## src/rtl/usb_data_tx.sv

```systemverilog
// USB low/full-speed DATA-packet serializer: SYNC, DATA0/DATA1 PID, payload, complemented CRC16,
// with zero-bit stuffing after six consecutive ones and per-endpoint data toggles.
module usb_data_tx #(
    parameter int MAX_PKT  = 8,
    parameter int LEN_W    = 4,
    parameter int NUM_EP   = 4,
    parameter int EP_W     = 2,
    parameter int EOP_BITS = 3
) (
    input  logic             useClk,
    input  logic             rst,
    input  logic             checkData,
    input  logic             start,
    input  logic [EP_W-1:0]  startEp,
    input  logic [LEN_W-1:0] byteCount,
    input  logic [7:0]       dataIn,
    output logic             dataReq,
    input  logic             ack,
    input  logic [EP_W-1:0]  ackEp,
    input  logic             toggleClear,
    input  logic [EP_W-1:0]  toggleClearEp,
    output logic             txBit,
    output logic             txOE,
    output logic             eopReq,
    output logic             busy
);

    typedef enum logic [2:0] {
        S_IDLE,
        S_SYNC,
        S_PID,
        S_DATA,
        S_CRC,
        S_EOP
    } state_t;

    localparam logic [7:0]       SYNC_PAT  = 8'h80;
    localparam logic [7:0]       PID_DATA0 = 8'hC3;
    localparam logic [7:0]       PID_DATA1 = 8'h4B;
    localparam logic [LEN_W-1:0] MAX_LEN   = LEN_W'(MAX_PKT);
    localparam logic [3:0]       EOP_LAST  = 4'(EOP_BITS - 1);

    state_t           state_q;
    logic [15:0]      shift_q;
    logic [3:0]       bits_left_q;
    logic [LEN_W-1:0] bytes_left_q;
    logic [7:0]       first_byte_q;
    logic             pid_q;
    logic [15:0]      crc_q;
    logic [15:0]      crc_d;
    logic [2:0]       ones_q;
    logic             eop_done_q;
    logic [3:0]       eop_cnt_q;
    logic [NUM_EP-1:0] toggle_q;
    logic [NUM_EP-1:0] toggle_d;
    logic [LEN_W-1:0] len_clamped;
    logic             tx_bit_q, tx_oe_q, data_req_q, eop_req_q, busy_q;

    assign txBit   = tx_bit_q;
    assign txOE    = tx_oe_q;
    assign dataReq = data_req_q;
    assign eopReq  = eop_req_q;
    assign busy    = busy_q;

    // NOTE: every signal assigned in always_comb gets a default first, so no path can infer a latch.
    always_comb begin
        len_clamped = (byteCount > MAX_LEN) ? MAX_LEN : byteCount;
        crc_d       = crc_q >> 1;
        if (shift_q[0] ^ crc_q[0]) begin
            crc_d = crc_d ^ 16'hA001;
        end
    end

    // Clear is applied after the flip so it wins when both hit the same endpoint.
    always_comb begin
        toggle_d = toggle_q;
        if (ack && (int'(ackEp) < NUM_EP)) begin
            toggle_d[ackEp] = ~toggle_q[ackEp];
        end
        if (toggleClear && (int'(toggleClearEp) < NUM_EP)) begin
            toggle_d[toggleClearEp] = 1'b0;
        end
    end

    always_ff @(posedge useClk) begin
        if (rst) begin
            toggle_q <= '0;
        end else begin
            toggle_q <= toggle_d;
        end
    end

    // NOTE: sequential state uses non-blocking assignments so every register samples pre-edge values.
    always_ff @(posedge useClk) begin
        if (rst) begin
            state_q      <= S_IDLE;
            shift_q      <= '0;
            bits_left_q  <= '0;
            bytes_left_q <= '0;
            first_byte_q <= '0;
            pid_q        <= 1'b0;
            crc_q        <= 16'hFFFF;
            ones_q       <= '0;
            eop_done_q   <= 1'b0;
            eop_cnt_q    <= '0;
            tx_bit_q     <= 1'b0;
            tx_oe_q      <= 1'b0;
            data_req_q   <= 1'b0;
            eop_req_q    <= 1'b0;
            busy_q       <= 1'b0;
        end else begin
            data_req_q <= 1'b0;
            eop_req_q  <= 1'b0;
            if (state_q == S_IDLE) begin
                if (start) begin
                    state_q      <= S_SYNC;
                    shift_q      <= {8'h00, SYNC_PAT};
                    bits_left_q  <= 4'd7;
                    bytes_left_q <= len_clamped;
                    pid_q        <= toggle_q[startEp];
                    crc_q        <= 16'hFFFF;
                    ones_q       <= '0;
                    eop_done_q   <= 1'b0;
                    eop_cnt_q    <= '0;
                    tx_oe_q      <= 1'b1;
                    busy_q       <= 1'b1;
                    if (len_clamped != '0) begin
                        first_byte_q <= dataIn;
                        data_req_q   <= 1'b1;
                    end
                end
            end else if (checkData) begin
                if ((ones_q == 3'd6) && !eop_done_q) begin
                    // Stuff slot: everything except the line holds for one bit time.
                    tx_bit_q <= 1'b0;
                    ones_q   <= '0;
                end else if (state_q == S_EOP) begin
                    if (!eop_done_q) begin
                        eop_req_q  <= 1'b1;
                        tx_bit_q   <= 1'b0;
                        eop_done_q <= 1'b1;
                    end else if (eop_cnt_q == EOP_LAST) begin
                        tx_oe_q <= 1'b0;
                        busy_q  <= 1'b0;
                        state_q <= S_IDLE;
                    end else begin
                        eop_cnt_q <= eop_cnt_q + 4'd1;
                    end
                end else begin
                    tx_bit_q    <= shift_q[0];
                    ones_q      <= shift_q[0] ? ones_q + 3'd1 : 3'd0;
                    shift_q     <= shift_q >> 1;
                    bits_left_q <= bits_left_q - 4'd1;
                    if (state_q == S_DATA) begin
                        crc_q <= crc_d;
                    end
                    if (bits_left_q == 4'd0) begin
                        case (state_q)
                            S_SYNC: begin
                                state_q     <= S_PID;
                                shift_q     <= {8'h00, (pid_q ? PID_DATA1 : PID_DATA0)};
                                bits_left_q <= 4'd7;
                            end
                            S_PID: begin
                                if (bytes_left_q == '0) begin
                                    state_q     <= S_CRC;
                                    shift_q     <= ~crc_q;
                                    bits_left_q <= 4'd15;
                                end else begin
                                    state_q      <= S_DATA;
                                    shift_q      <= {8'h00, first_byte_q};
                                    bits_left_q  <= 4'd7;
                                    bytes_left_q <= bytes_left_q - LEN_W'(1);
                                end
                            end
                            S_DATA: begin
                                if (bytes_left_q == '0) begin
                                    state_q     <= S_CRC;
                                    shift_q     <= ~crc_d;
                                    bits_left_q <= 4'd15;
                                end else begin
                                    shift_q      <= {8'h00, dataIn};
                                    data_req_q   <= 1'b1;
                                    bits_left_q  <= 4'd7;
                                    bytes_left_q <= bytes_left_q - LEN_W'(1);
                                end
                            end
                            S_CRC: begin
                                state_q <= S_EOP;
                            end
                            default: begin
                                state_q <= S_IDLE;
                            end
                        endcase
                    end
                end
            end
        end
    end

endmodule

```

## config.mk

```make
export PLATFORM = sky130hd
export DESIGN_NAME = usb_data_tx
export DESIGN_NICKNAME = d
export VERILOG_FILES = /design/src/rtl/usb_data_tx.sv
export SDC_FILE = /design/constraint.sdc
export NUM_CORES = 1
export LEC_CHECK = 0
export ABC_AREA = 1
export CORE_MARGIN = 2
export CORE_UTILIZATION = 28
export CTS_BUF_LIST = sky130_fd_sc_hd__clkbuf_4 sky130_fd_sc_hd__clkbuf_8
export DETAILED_ROUTE_END_ITERATION = 10
export GPL_TIMING_DRIVEN = 0
export MAX_ROUTING_LAYER = met4
export PLACE_DENSITY = 0.41
export RECOVER_POWER = 25
export SYNTH_ARGS = -nofsm -noshare
export SYNTH_HDL_FRONTEND = slang
export SYNTH_SLANG_ARGS = --single-unit
export TNS_END_PERCENT = 1
```

## constraint.sdc

```tcl
create_clock -name useClk -period 2 [get_ports useClk]
set_input_delay 0.4 -clock useClk [delete_from_list [all_inputs] [get_ports useClk]]
set_output_delay 0.4 -clock useClk [all_outputs]
set_load 0.05 [all_outputs]
```

==> results.sh <==
export IMPL_critPathRequiredTime_ns=1.60
export IMPL_drc=0
export IMPL_fp_row_count=43
export IMPL_hold_start="first_byte_q[6]$_SDFFE_PP0P_"
export IMPL_gp_congestion=0.825
export IMPL_nets=679
export IMPL_crit_start="busy$_SDFFE_PP0P_"
export IMPL_dr_pass1_iters=4
export IMPL_fin_ws_ns=0.0795
export IMPL_synth_area_per_cell_um2=6.44
export IMPL_diodes=0
export IMPL_pre_cts_ws_ns=-0.0887
export IMPL_die_area_um2=14900
export IMPL_grt_ovfl_total=0
export IMPL_root_buffer="clkbuf_8"
export IMPL_synthMuxAreaShare=0
export IMPL_p_leak_nw=2.14
export IMPL_slew_viol_final=0
export IMPL_synth_seq_area_share=0.348
export IMPL_p_clk_frac=0.158
export IMPL_whs_endpoint="first_byte_q[6]$_SDFFE_PP0P_"
export IMPL_wl_per_cell_um=13.8
export IMPL_max_slew_margin=0.584
export IMPL_path_delay_family="buffers and inverters"
export IMPL_synthCells=607
export IMPL_layout_common_cells="nand2_1, nand3_1, inv_1"
export IMPL_power_density_nw_per_um2=1690
export IMPL_fmax_ghz=0.521
export IMPL_synth_area_um2=3910
export IMPL_synth_seq_cells=68
export IMPL_p_sw_frac=0.498
export IMPL_die_h_um=122
export IMPL_cp_start_kind="flop"
export IMPL_ys_warn_count=0
export IMPL_vdd_drop_max_mv=0.501
export IMPL_vias=3858
export IMPL_hold_buffers=0
export IMPL_slowest_delay_ns=0.81
export IMPL_dieWidth_um=122
export IMPL_area_growth_pct=19.6
export IMPL_final_setup_skew_ns=0.00871
export IMPL_worst_path_buf_inv=1
export IMPL_grt_max_degree=11
export IMPL_power_internal_w=0.00397
export IMPL_worst_slew_pin_slew_ns=0.625
export IMPL_place_port_buffers=27
export IMPL_synthSimpleGateAreaFrac=0.364
export IMPL_track_usage=0.167
export IMPL_hold_viol=0
export IMPL_r2r_end="shift_q[0]$_SDFFE_PP0P_"
export IMPL_grt_first_pass_wirelength_um=18500
export IMPL_syn_nets=637
export IMPL_synth_compound_area_frac=0.135
export IMPL_cp_arrival_ns=1.52
export IMPL_seq_power_share=0.255
export IMPL_antenna_found_initial=0
export IMPL_ant_nets=0
export IMPL_synth_top_family_by_area="simple AND/OR/NAND/NOR gates"
export IMPL_synth_cell_types=33
export IMPL_hp_class="flop to flop"
export IMPL_vias_per_cell=4.63
export IMPL_rr_startpoint="ones_q[0]$_SDFFE_PP0P_"
export IMPL_fin_crit_ns=1.92
export IMPL_synth_xor_area_frac=0.00897
export IMPL_regArea_um2=1360
export IMPL_setup_viol=0
export IMPL_hold_path_depth=2
export IMPL_fillers=1545
export IMPL_cts_buffers=9
export IMPL_multiInputGateArea_um2=2080
export IMPL_cp_slowest_cell="clkdlybuf4s50_1"
export IMPL_ctsLongestPathBuffers=2
export IMPL_p_total_w=0.00791
export IMPL_rrSetupSlack_ns=0.17
export IMPL_post_route_cell_area_um2=4670
export IMPL_coreArea_um2=13800
export IMPL_switching_power_w=0.00393
export IMPL_power_frac_comb=0.587
export IMPL_layout_commonest_cell="nand2_1"
export IMPL_crit_type="flop to output pin"
export IMPL_cts_htree_levels=3
export IMPL_clkSlewWorstSetupHoldPaths_ns=0.08
export IMPL_pin_count=29
export IMPL_drive_above_1_share=0.0963
export IMPL_synth_fa_ha_area_frac=0.0192
export IMPL_crit_chain="clkdlybuf4s50_1"
export IMPL_clk_latency_ns=0.36
export IMPL_reg2regPathDepth=12
export IMPL_drv_cap=0
export IMPL_path_max_fanout=3
export IMPL_layout_worst_path_cycle_share=0.960
export IMPL_endpoint_kind="output pin"
export IMPL_dpl_hpwl_um=8500
export IMPL_outcome="complete, no violations"
export IMPL_grt_pass1_vias=3619
export IMPL_drt_iter0_markers=257
export IMPL_place_area_um2=4400
export IMPL_final_setup_tns_ns=0
export IMPL_cts_tree="yes"
export IMPL_wirelength_um=11500
export IMPL_start_util=0.284
export IMPL_cts_sinks=68
==> sequential cells by signal, indices dropped and copies added (netlist names) <==
register / flops
state_q: 3
bytes_left_q: 4
crc_q: 16
eop_cnt_q: 4
shift_q: 16
pid_q: 1
ones_q: 3
bits_left_q: 4
toggle_q: 4
busy: 1
first_byte_q: 8
eop_done_q: 1
eopReq: 1
dataReq: 1
txBit: 1
==> logic make-up after synthesis <==
group / after synthesis
AND/OR/NAND/NOR: 321
adder cells (fa/ha/maj): 6
AO/OA/AOI/OAI: 95
XOR/XNOR: 4
flip-flops: 68
buffers and inverters: 113
==> final cells by class <==
type / instances / share of cell area
Clock buffer: 15 / 0.0388
Timing Repair Buffer: 31 / 0.0645
Sequential cell: 68 / 0.291
Tap cell: 180 / 0.0482
Inverter: 89 / 0.0715
Buffer: 24 / 0.0332
Multi-Input combinational cell: 426 / 0.446
Clock inverter: 1 / 0.00643
==> power groups by stage <==
stage	Sequential (W)	Clock, W	Combinational, W
3_3_place_gp	0.00203	0	0.00447
3_5_place_dp	0.00204	0	0.00449
2_1_floorplan	0.00202	0	0.00331
5_1_grt	0.00206	0.00135	0.00527
6_report	0.00202	0.00125	0.00464
4_1_cts	0.00201	0.00130	0.00453
==> timing repair <==
action,in CTS,in global routing
buffers inserted,0,3
gates resized for setup,3,8
cloned,0,1
pin swaps,0,1
endpoints found under the setup margin,11,18
==> synthesized netlist by cell type, drive strengths merged <==
master	instances	area, um^2
a21oi	51	259
a221oi	2	17.5
a31oi	1	6.26
buf	16	119
clkbuf	8	30.0
dfxtp	68	1360
ha	6	75.1
inv	89	334
nand2	177	702
nand3	88	450
nand3b	2	15.0
nand4	4	25.0
nor2	45	199
nor3	4	25.0
o211ai	7	52.6
o21ai	29	156
o221ai	2	17.5
o22ai	2	12.5
o31ai	1	7.51
or2	1	6.26
xor2	4	35.0
==> per-layer routing <==
metal	wire length [um]	global-route usage	share of wire
met2	5170	0.259	0.45
met5	0	-	0
met4	142	0.0611	0.012
met3	332	0.0276	0.029
met1	5830	0.220	0.51
==> per-stage QoR <==
step                      hold slack, ns  std cells   util
after floorplan                    0.430        607      -
after global placement             0.449        814  0.320
after detailed placement           0.449        814  0.320
after CTS                          0.460        830  0.335
after global routing               0.481        834  0.339
final                              0.459        834  0.339
==> worst max path at each step <==
stage | endpoint | slack, ns | cells after the start
floorplan | shift_q[7]$_SDFFE_PP0P_ | 0.41 | 10
global placement | shift_q[4]$_SDFFE_PP0P_ | -0.09 | 10
detailed placement | shift_q[4]$_SDFFE_PP0P_ | -0.09 | 10
CTS | shift_q[6]$_SDFFE_PP0P_ | 0.01 | 10
global route | shift_q[10]$_SDFFE_PP0P_ | -0.004 | 10
finish | busy | 0.08 | 1
No activity file was read; power rests on OpenSTA's default activity.
